<file path="src/rtl/regfile_pkg.sv">
// Shared definitions for the banked register file.
//   - clear-sequencer state encoding
//   - default geometry and the address widths derived from it
//   - width helper functions for non-default geometries
package regfile_pkg;

  typedef enum logic [1:0] {
    IDLE  = 2'd0,
    CLEAR = 2'd1,
    DONE  = 2'd2
  } clr_state_e;

  localparam int DW_DEF    = 4;
  localparam int NREG_DEF  = 16;
  localparam int NBANK_DEF = 2;

  localparam int ADDR4_W = $clog2(NREG_DEF);
  localparam int ADDR8_W = ADDR4_W - 1;
  localparam int BANK_W  = (NBANK_DEF > 1) ? $clog2(NBANK_DEF) : 1;

  function automatic int addr4_w(input int nreg);
    return $clog2(nreg);
  endfunction

  // A single bank still gets a one-bit select port, which is ignored.
  function automatic int bank_w(input int nbank);
    return (nbank > 1) ? $clog2(nbank) : 1;
  endfunction

endpackage

</file>
<file path="src/rtl/regfile_clear_seq.sv">
// Bulk-clear sequencer for the banked register file.
// Walks a pointer over every physical entry, one entry per cycle, then
// pulses done for a single cycle.
//
// Ports:
//   clk_i       system clock, rising edge
//   rst_ni      asynchronous active-low reset
//   clr_req_i   clear request, sampled only in IDLE
//   busy_o      clear in progress (user writes must be dropped)
//   clr_done_o  one-cycle pulse after the last entry is cleared
//   clr_we_o    write-zero strobe for entry clr_addr_o
//   clr_addr_o  physical entry currently being cleared
//
// state | meaning
// ------+---------------------------------------------------------
// IDLE  | waiting for clr_req_i
// CLEAR | zeroing entry ptr_q, advancing one entry per cycle
// DONE  | single cycle, clr_done_o high, writes accepted again
module regfile_clear_seq
  import regfile_pkg::*;
#(
  parameter int NENT = 32,
  localparam int PW = $clog2(NENT)
) (
  input  logic          clk_i,
  input  logic          rst_ni,
  input  logic          clr_req_i,
  output logic          busy_o,
  output logic          clr_done_o,
  output logic          clr_we_o,
  output logic [PW-1:0] clr_addr_o
);

  localparam logic [PW-1:0] LAST = PW'(NENT - 1);

  clr_state_e    state_q, state_d;
  logic [PW-1:0] ptr_q, ptr_d;

  always_ff @(posedge clk_i or negedge rst_ni) begin
    if (!rst_ni) begin
      state_q <= IDLE;
      ptr_q   <= '0;
    end else begin
      state_q <= state_d;
      ptr_q   <= ptr_d;
    end
  end

  always_comb begin
    state_d = state_q;
    ptr_d   = ptr_q;
    case (state_q)
      IDLE: begin
        if (clr_req_i) begin
          state_d = CLEAR;
          ptr_d   = '0;
        end
      end
      CLEAR: begin
        ptr_d = ptr_q + 1'b1;
        if (ptr_q == LAST) state_d = DONE;
      end
      DONE:    state_d = IDLE;
      default: state_d = IDLE;
    endcase
  end

  always_comb begin
    busy_o     = (state_q == CLEAR);
    clr_we_o   = (state_q == CLEAR);
    clr_done_o = (state_q == DONE);
    clr_addr_o = ptr_q;
  end

endmodule

</file>
<file path="src/rtl/regfile_banked.sv">
// Banked index register file: NBANK banks of NREG registers, DW bits each.
// One single-register port and one register-pair port, each with a write
// path and a one-cycle registered read path, plus a sequenced bulk clear.
//
// Ports:
//   clk_i, rst_ni          clock (rising edge), async active-low reset
//   bank_sel_i             bank for every access this cycle
//   we4_i/addr4_i/wdata4_i single-register write
//   rdata4_o               single-register read data (addr4_i, 1 cycle later)
//   we8_i/addr8_i/wdata8_i pair write, low half to the even register
//   rdata8_o               pair read data {odd, even}, 1 cycle later
//   clr_req_i              request to zero every register in every bank
//   busy_o                 clear in progress, user writes dropped
//   clr_done_o             one-cycle pulse when the clear completes
//
// Build option: REGFILE_BYPASS_EN forwards same-cycle accepted write data
// to the read outputs, per DW slice, pair write winning over single write.
module regfile_banked
  import regfile_pkg::*;
#(
  parameter int DW    = DW_DEF,
  parameter int NREG  = NREG_DEF,
  parameter int NBANK = NBANK_DEF,
  localparam int A4W  = addr4_w(NREG),
  localparam int A8W  = A4W - 1,
  localparam int BW   = bank_w(NBANK)
) (
  input  logic            clk_i,
  input  logic            rst_ni,
  input  logic [BW-1:0]   bank_sel_i,
  input  logic            we4_i,
  input  logic [A4W-1:0]  addr4_i,
  input  logic [DW-1:0]   wdata4_i,
  output logic [DW-1:0]   rdata4_o,
  input  logic            we8_i,
  input  logic [A8W-1:0]  addr8_i,
  input  logic [2*DW-1:0] wdata8_i,
  output logic [2*DW-1:0] rdata8_o,
  input  logic            clr_req_i,
  output logic            busy_o,
  output logic            clr_done_o
);

  localparam int NENT  = NBANK * NREG;
  localparam int IDX_W = $clog2(NENT);

  logic [DW-1:0]    mem_q [NENT];
  logic [DW-1:0]    rdata4_q, rdata4_d;
  logic [2*DW-1:0]  rdata8_q, rdata8_d;
  logic [IDX_W-1:0] idx4, idx8_e, idx8_o;
  logic [IDX_W-1:0] clr_addr;
  logic             clr_we, busy;
  logic             acc4, acc8;

  regfile_clear_seq #(
    .NENT (NENT)
  ) u_clr (
    .clk_i      (clk_i),
    .rst_ni     (rst_ni),
    .clr_req_i  (clr_req_i),
    .busy_o     (busy),
    .clr_done_o (clr_done_o),
    .clr_we_o   (clr_we),
    .clr_addr_o (clr_addr)
  );

  // With a power-of-two bank count the select is exactly log2 wide, so the
  // modulo wrap is implicit; a single bank ignores the select entirely.
  if (NBANK > 1) begin : g_banked
    assign idx4   = {bank_sel_i, addr4_i};
    assign idx8_e = {bank_sel_i, addr8_i, 1'b0};
    assign idx8_o = {bank_sel_i, addr8_i, 1'b1};
  end else begin : g_single
    assign idx4   = addr4_i;
    assign idx8_e = {addr8_i, 1'b0};
    assign idx8_o = {addr8_i, 1'b1};
  end

  assign acc4 = we4_i & ~busy;
  assign acc8 = we8_i & ~busy;

  // Pair write is applied after the single write so it wins on overlap.
  always_ff @(posedge clk_i or negedge rst_ni) begin
    if (!rst_ni) begin
      mem_q <= '{default: '0};
    end else if (clr_we) begin
      mem_q[clr_addr] <= '0;
    end else begin
      if (acc4) mem_q[idx4] <= wdata4_i;
      if (acc8) begin
        mem_q[idx8_e] <= wdata8_i[DW-1:0];
        mem_q[idx8_o] <= wdata8_i[2*DW-1:DW];
      end
    end
  end

`ifdef REGFILE_BYPASS_EN
  // Only accepted user writes are forwarded; clear writes and writes
  // dropped while busy are not.
  function automatic logic [DW-1:0] fwd_slice(input logic [IDX_W-1:0] idx,
                                              input logic [DW-1:0]    cur);
    logic [DW-1:0] res;
    res = cur;
    if (acc4 && (idx4 == idx))   res = wdata4_i;
    if (acc8 && (idx8_e == idx)) res = wdata8_i[DW-1:0];
    if (acc8 && (idx8_o == idx)) res = wdata8_i[2*DW-1:DW];
    return res;
  endfunction
`endif

  always_comb begin
    rdata4_d = mem_q[idx4];
    rdata8_d = {mem_q[idx8_o], mem_q[idx8_e]};
`ifdef REGFILE_BYPASS_EN
    rdata4_d = fwd_slice(idx4, rdata4_d);
    rdata8_d = {fwd_slice(idx8_o, rdata8_d[2*DW-1:DW]),
                fwd_slice(idx8_e, rdata8_d[DW-1:0])};
`endif
  end

  always_ff @(posedge clk_i or negedge rst_ni) begin
    if (!rst_ni) begin
      rdata4_q <= '0;
      rdata8_q <= '0;
    end else begin
      rdata4_q <= rdata4_d;
      rdata8_q <= rdata8_d;
    end
  end

  assign rdata4_o = rdata4_q;
  assign rdata8_o = rdata8_q;
  assign busy_o   = busy;

endmodule

</file>
<file path="config.mk">
export PLATFORM = sky130hd
export DESIGN_NAME = regfile_banked
export DESIGN_NICKNAME = d
export VERILOG_FILES = /design/src/rtl/regfile_pkg.sv /design/src/rtl/regfile_clear_seq.sv /design/src/rtl/regfile_banked.sv
export SDC_FILE = /design/constraint.sdc
export NUM_CORES = 1
export LEC_CHECK = 0
export CORE_UTILIZATION = 41
export CTS_CLUSTER_DIAMETER = 60
export DETAILED_ROUTE_END_ITERATION = 7
export HOLD_SLACK_MARGIN = 0.1
export PLACE_DENSITY = 0.64
export SLEW_MARGIN = 0
export SYNTH_ARGS = -nofsm -noshare
export SYNTH_HDL_FRONTEND = slang
export SYNTH_SLANG_ARGS = --single-unit
</file>
<file path="constraint.sdc">
create_clock -name clk_i -period 2.2 [get_ports clk_i]
set_input_delay 0.44 -clock clk_i [delete_from_list [all_inputs] [get_ports clk_i]]
set_output_delay 0.44 -clock clk_i [all_outputs]
set_load 0.01 [all_outputs]
</file>
==> impl_metrics.json <==
{
  "crit_family": "simple AND/OR/NAND/NOR gates",
  "synth_flop_cell": "dfrtp_1",
  "die_w_um": 163,
  "cts_tree": "built",
  "vdd_drop_max_v": 0.000965,
  "power-per-cell-area_mw_per_mm2": 785,
  "global_route.usage.total": 0.329,
  "htreeDepth": 4,
  "ys_types": 47,
  "setup_tns_ns": 0,
  "finalHoldViolCount": 0,
  "finClkSkew_ns": 0.0101,
  "yosys_warnings": 0,
  "start_util": 0.420,
  "drive_gt1_frac": 0.276,
  "clkTransAtPathRegs_ns": 0.07,
  "clkPwrFrac": 0.294,
  "holdWs_ns": 0.499,
  "first_global_vias": 10400,
  "cts-root-buf": "clkbuf_16",
  "clk_latency_ns": 0.44,
  "power.leakage_nw": 5.41,
  "final_util": 0.541,
  "first_iter_violations": 1452,
  "crit_slowest_cell": "or4_1",
  "antenna_cells": 0,
  "syn_to_final_growth_pct": 29.0,
  "die_area_sq_mm": 0.0265,
  "crit_buf_inv": 2,
  "relSlewSlack": 0.581,
  "worst-r2r-cell-count": 5,
  "syn-instance-count": 1100,
  "slew_viol_final": 0,
  "grt_overflow": 0,
  "period_needed_ns": 2.14,
  "grt_start_max_net_pins": 161,
  "grt_pass1_wl_um": 64300,
  "syn_nets": 1130,
  "crit_path_end_kind": "flip-flop",
  "outcome": "complete, no violations",
  "antenna_found_initial": 0,
  "portBuffers": 38,
  "switching_share": 0.387,
  "period_share": 0.975,
  "pwr-share-comb": 0.417,
  "io_pins": 39,
  "ant_nets": 0,
  "final_cell_count_no_fill": 1647,
  "nets": 1335,
  "gp_congestion": 1.00,
  "worst_pin_slew_ns": 0.623,
  "regToRegSetupSlack_ns": 0.21,
  "path_cells": "clkdlybuf4s50_1 > or4_1 > buf_4 > nor3_4 > o21ai_0 > o2bb2ai_1",
  "fmax_mhz": 466,
  "synth_edf_count": 0,
  "rows": 58,
  "die_h_um": 163,
  "setup_viol": 0,
  "syn_area_per_cell_sq_um": 9.63,
  "worstSetupPathType": "primary input to flip-flop",
  "dp.cells": 1615,
  "hpwl_um": 30400,
  "arrival_ns": 2.46,
  "worstPathRequired_ns": 2.52,
  "cap_violations": 0,
  "wire_per_inst_um": 26.0,
  "hold_class": "primary input to async pin",
  "ys_seq_area_frac": 0.347,
  "coreArea_sq_mm": 0.0253,
  "synth_area_sq_mm": 0.0106,
  "rsz0062_at_grt": "no",
  "numCtsBuffers": 17,
  "reg2reg_from": "u_clr.state_q[0]",
  "viasPerCell": 6.72,
  "drtPass1Iterations": 7,
  "internal_power_mw": 6.58,
  "ys_seq_elements": 147,
  "drc": 0,
  "r2r_end": "mem_q[69]",
  "power_frac_seq": 0.289,
  "synthArstFlopShare": 1.00,
  "num_vias": 11100,
  "worstSetupStartpointType": "primary input",
  "slowest_delay_ns": 0.59,
  "clock-sinks": 147,
  "crit_fanout": 8,
  "p_switching_mw": 4.16,
  "clk_path_buf_depth": 2,
  "routed_wl_um": 42800
}
==> logic make-up after synthesis <==
logic type | synth area share
simple gates | 0.127
compound gates | 0.345
mux | 0.130
flops | 0.347
fa+ha+maj | 0.00590
buf+inv | 0.0439
==> final cells by class <==
| cell class | instances | area [sq um] |
|---|---|---|
| clock buffers | 22 | 484 |
| clock inverters | 9 | 128 |
| fillers | 2323 | 11600 |
| inverters | 6 | 27.5 |
| multi-input cells | 850 | 6460 |
| flip-flops and latches | 147 | 3680 |
| well taps | 330 | 413 |
| repair buffers | 283 | 2480 |
==> cells in the mapped netlist, types with 5 or more instances <==
master	instances	share of area
nor4_2	10	0.012
nand2b_1	6	0.0035
ha_1	5	0.0059
dfrtp_1	147	0.35
a21oi_1	128	0.060
nand4bb_1	20	0.021
mux4_2	32	0.068
nor3_1	10	0.0047
nand2_1	17	0.0060
buf_2	26	0.012
buf_1	5	0.0018
nor4_4	6	0.012
inv_1	5	0.0018
o22ai_1	32	0.019
buf_6	5	0.0053
a21o_1	31	0.022
nor3_2	16	0.015
o21ai_1	35	0.017
clkbuf_1	58	0.021
mux2i_1	65	0.061
nor4_1	8	0.0047
nand4b_1	12	0.0099
o2bb2ai_1	128	0.11
a22oi_1	16	0.011
o21ai_0	222	0.10
nor3_4	8	0.012
or4b_2	8	0.0076
==> placed cells by master (no fill, tap or decap), types with 4 or more instances in the layout <==
cell type	count
mux4_2	32
inv_1	5
a22o_1	4
o2bb2ai_1	128
nor4_4	6
o22ai_1	32
nor3_2	16
or4b_2	8
nand4b_1	12
a21oi_1	128
o21ai_1	36
clkdlybuf4s50_1	33
a21o_1	31
nand2_1	17
nor3_1	10
buf_12	21
nor4_1	8
buf_4	224
clkbuf_8	4
mux2i_1	65
nand4bb_1	20
nor2_1	4
nand2b_1	5
nor3_4	8
nor4_2	10
clkbuf_16	17
o21ai_0	221
ha_1	5
dfrtp_1	147
a22oi_1	16
==> worst register-to-register path, cell delays in order (launching register included) <==
cell and delay, ns:
dfrtp_1 0.48, nand2b_4 0.14, buf_12 0.47, o21ai_0 0.44
o21ai_0 0.24, o2bb2ai_1 0.13
==> layer usage <==
| metal | global-route usage | wire length (um) |
|---|---|---|
| met5 | 0 | 0 |
| met4 | 0.145 | 1870 |
| met2 | 0.512 | 19500 |
| met1 | 0.434 | 16900 |
| met3 | 0.0797 | 4490 |
==> metrics by stage <==
step           total power, mW  area, sq um  worst slack [ns]
2_1_floorplan             5.62        10600             0.343
3_3_place_gp              7.38        13000            -0.325
3_5_place_dp              7.50        13000            -0.345
4_1_cts                   10.6        13700         0.0000684
5_1_grt                   11.2        13700           0.00603
6_report                  10.7        13700            0.0554
==> timing repair <==
action / CTS / global route
gates resized for setup: 1 / 3
endpoints found under the setup margin: 1 / 3
gates cloned: 0 / 0
hold endpoints to repair: 43 / 0
pin swaps: 0 / 1
buffers inserted: 0 / 0
hold buffers: 1 / 0
==> flip-flops by register name, indices dropped and copies added (netlist names) <==
signal	count
mem_q	128
rdata4_o	4
rdata8_o	8
u_clr.clr_addr_o	5
u_clr.state_q	2
==> how the worst max path moves through the flow <==
stage / startpoint / end / slack (ns) / cells after the start
floorplan: bank_sel_i / mem_q[116] / 0.34 / 6
global placement: we8_i / mem_q[27] / -0.33 / 6
detailed placement: we8_i / mem_q[29] / -0.34 / 6
CTS: u_clr.state_q[1] / busy_o / 0.00007 / 3
global route: we8_i / mem_q[28] / 0.006 / 6
finish: addr4_i[2] / mem_q[118] / 0.06 / 6
==> power by group through the flow <==
stage	Sequential (mW)	Clock [mW]	Combinational (mW)
floorplan	3.00	0	2.62
global placement	3.13	0	4.25
detailed placement	3.13	0	4.37
global route	3.12	3.29	4.84
CTS	3.09	3.16	4.40
finish	3.10	3.15	4.48
(Power assumes the default switching activity.)
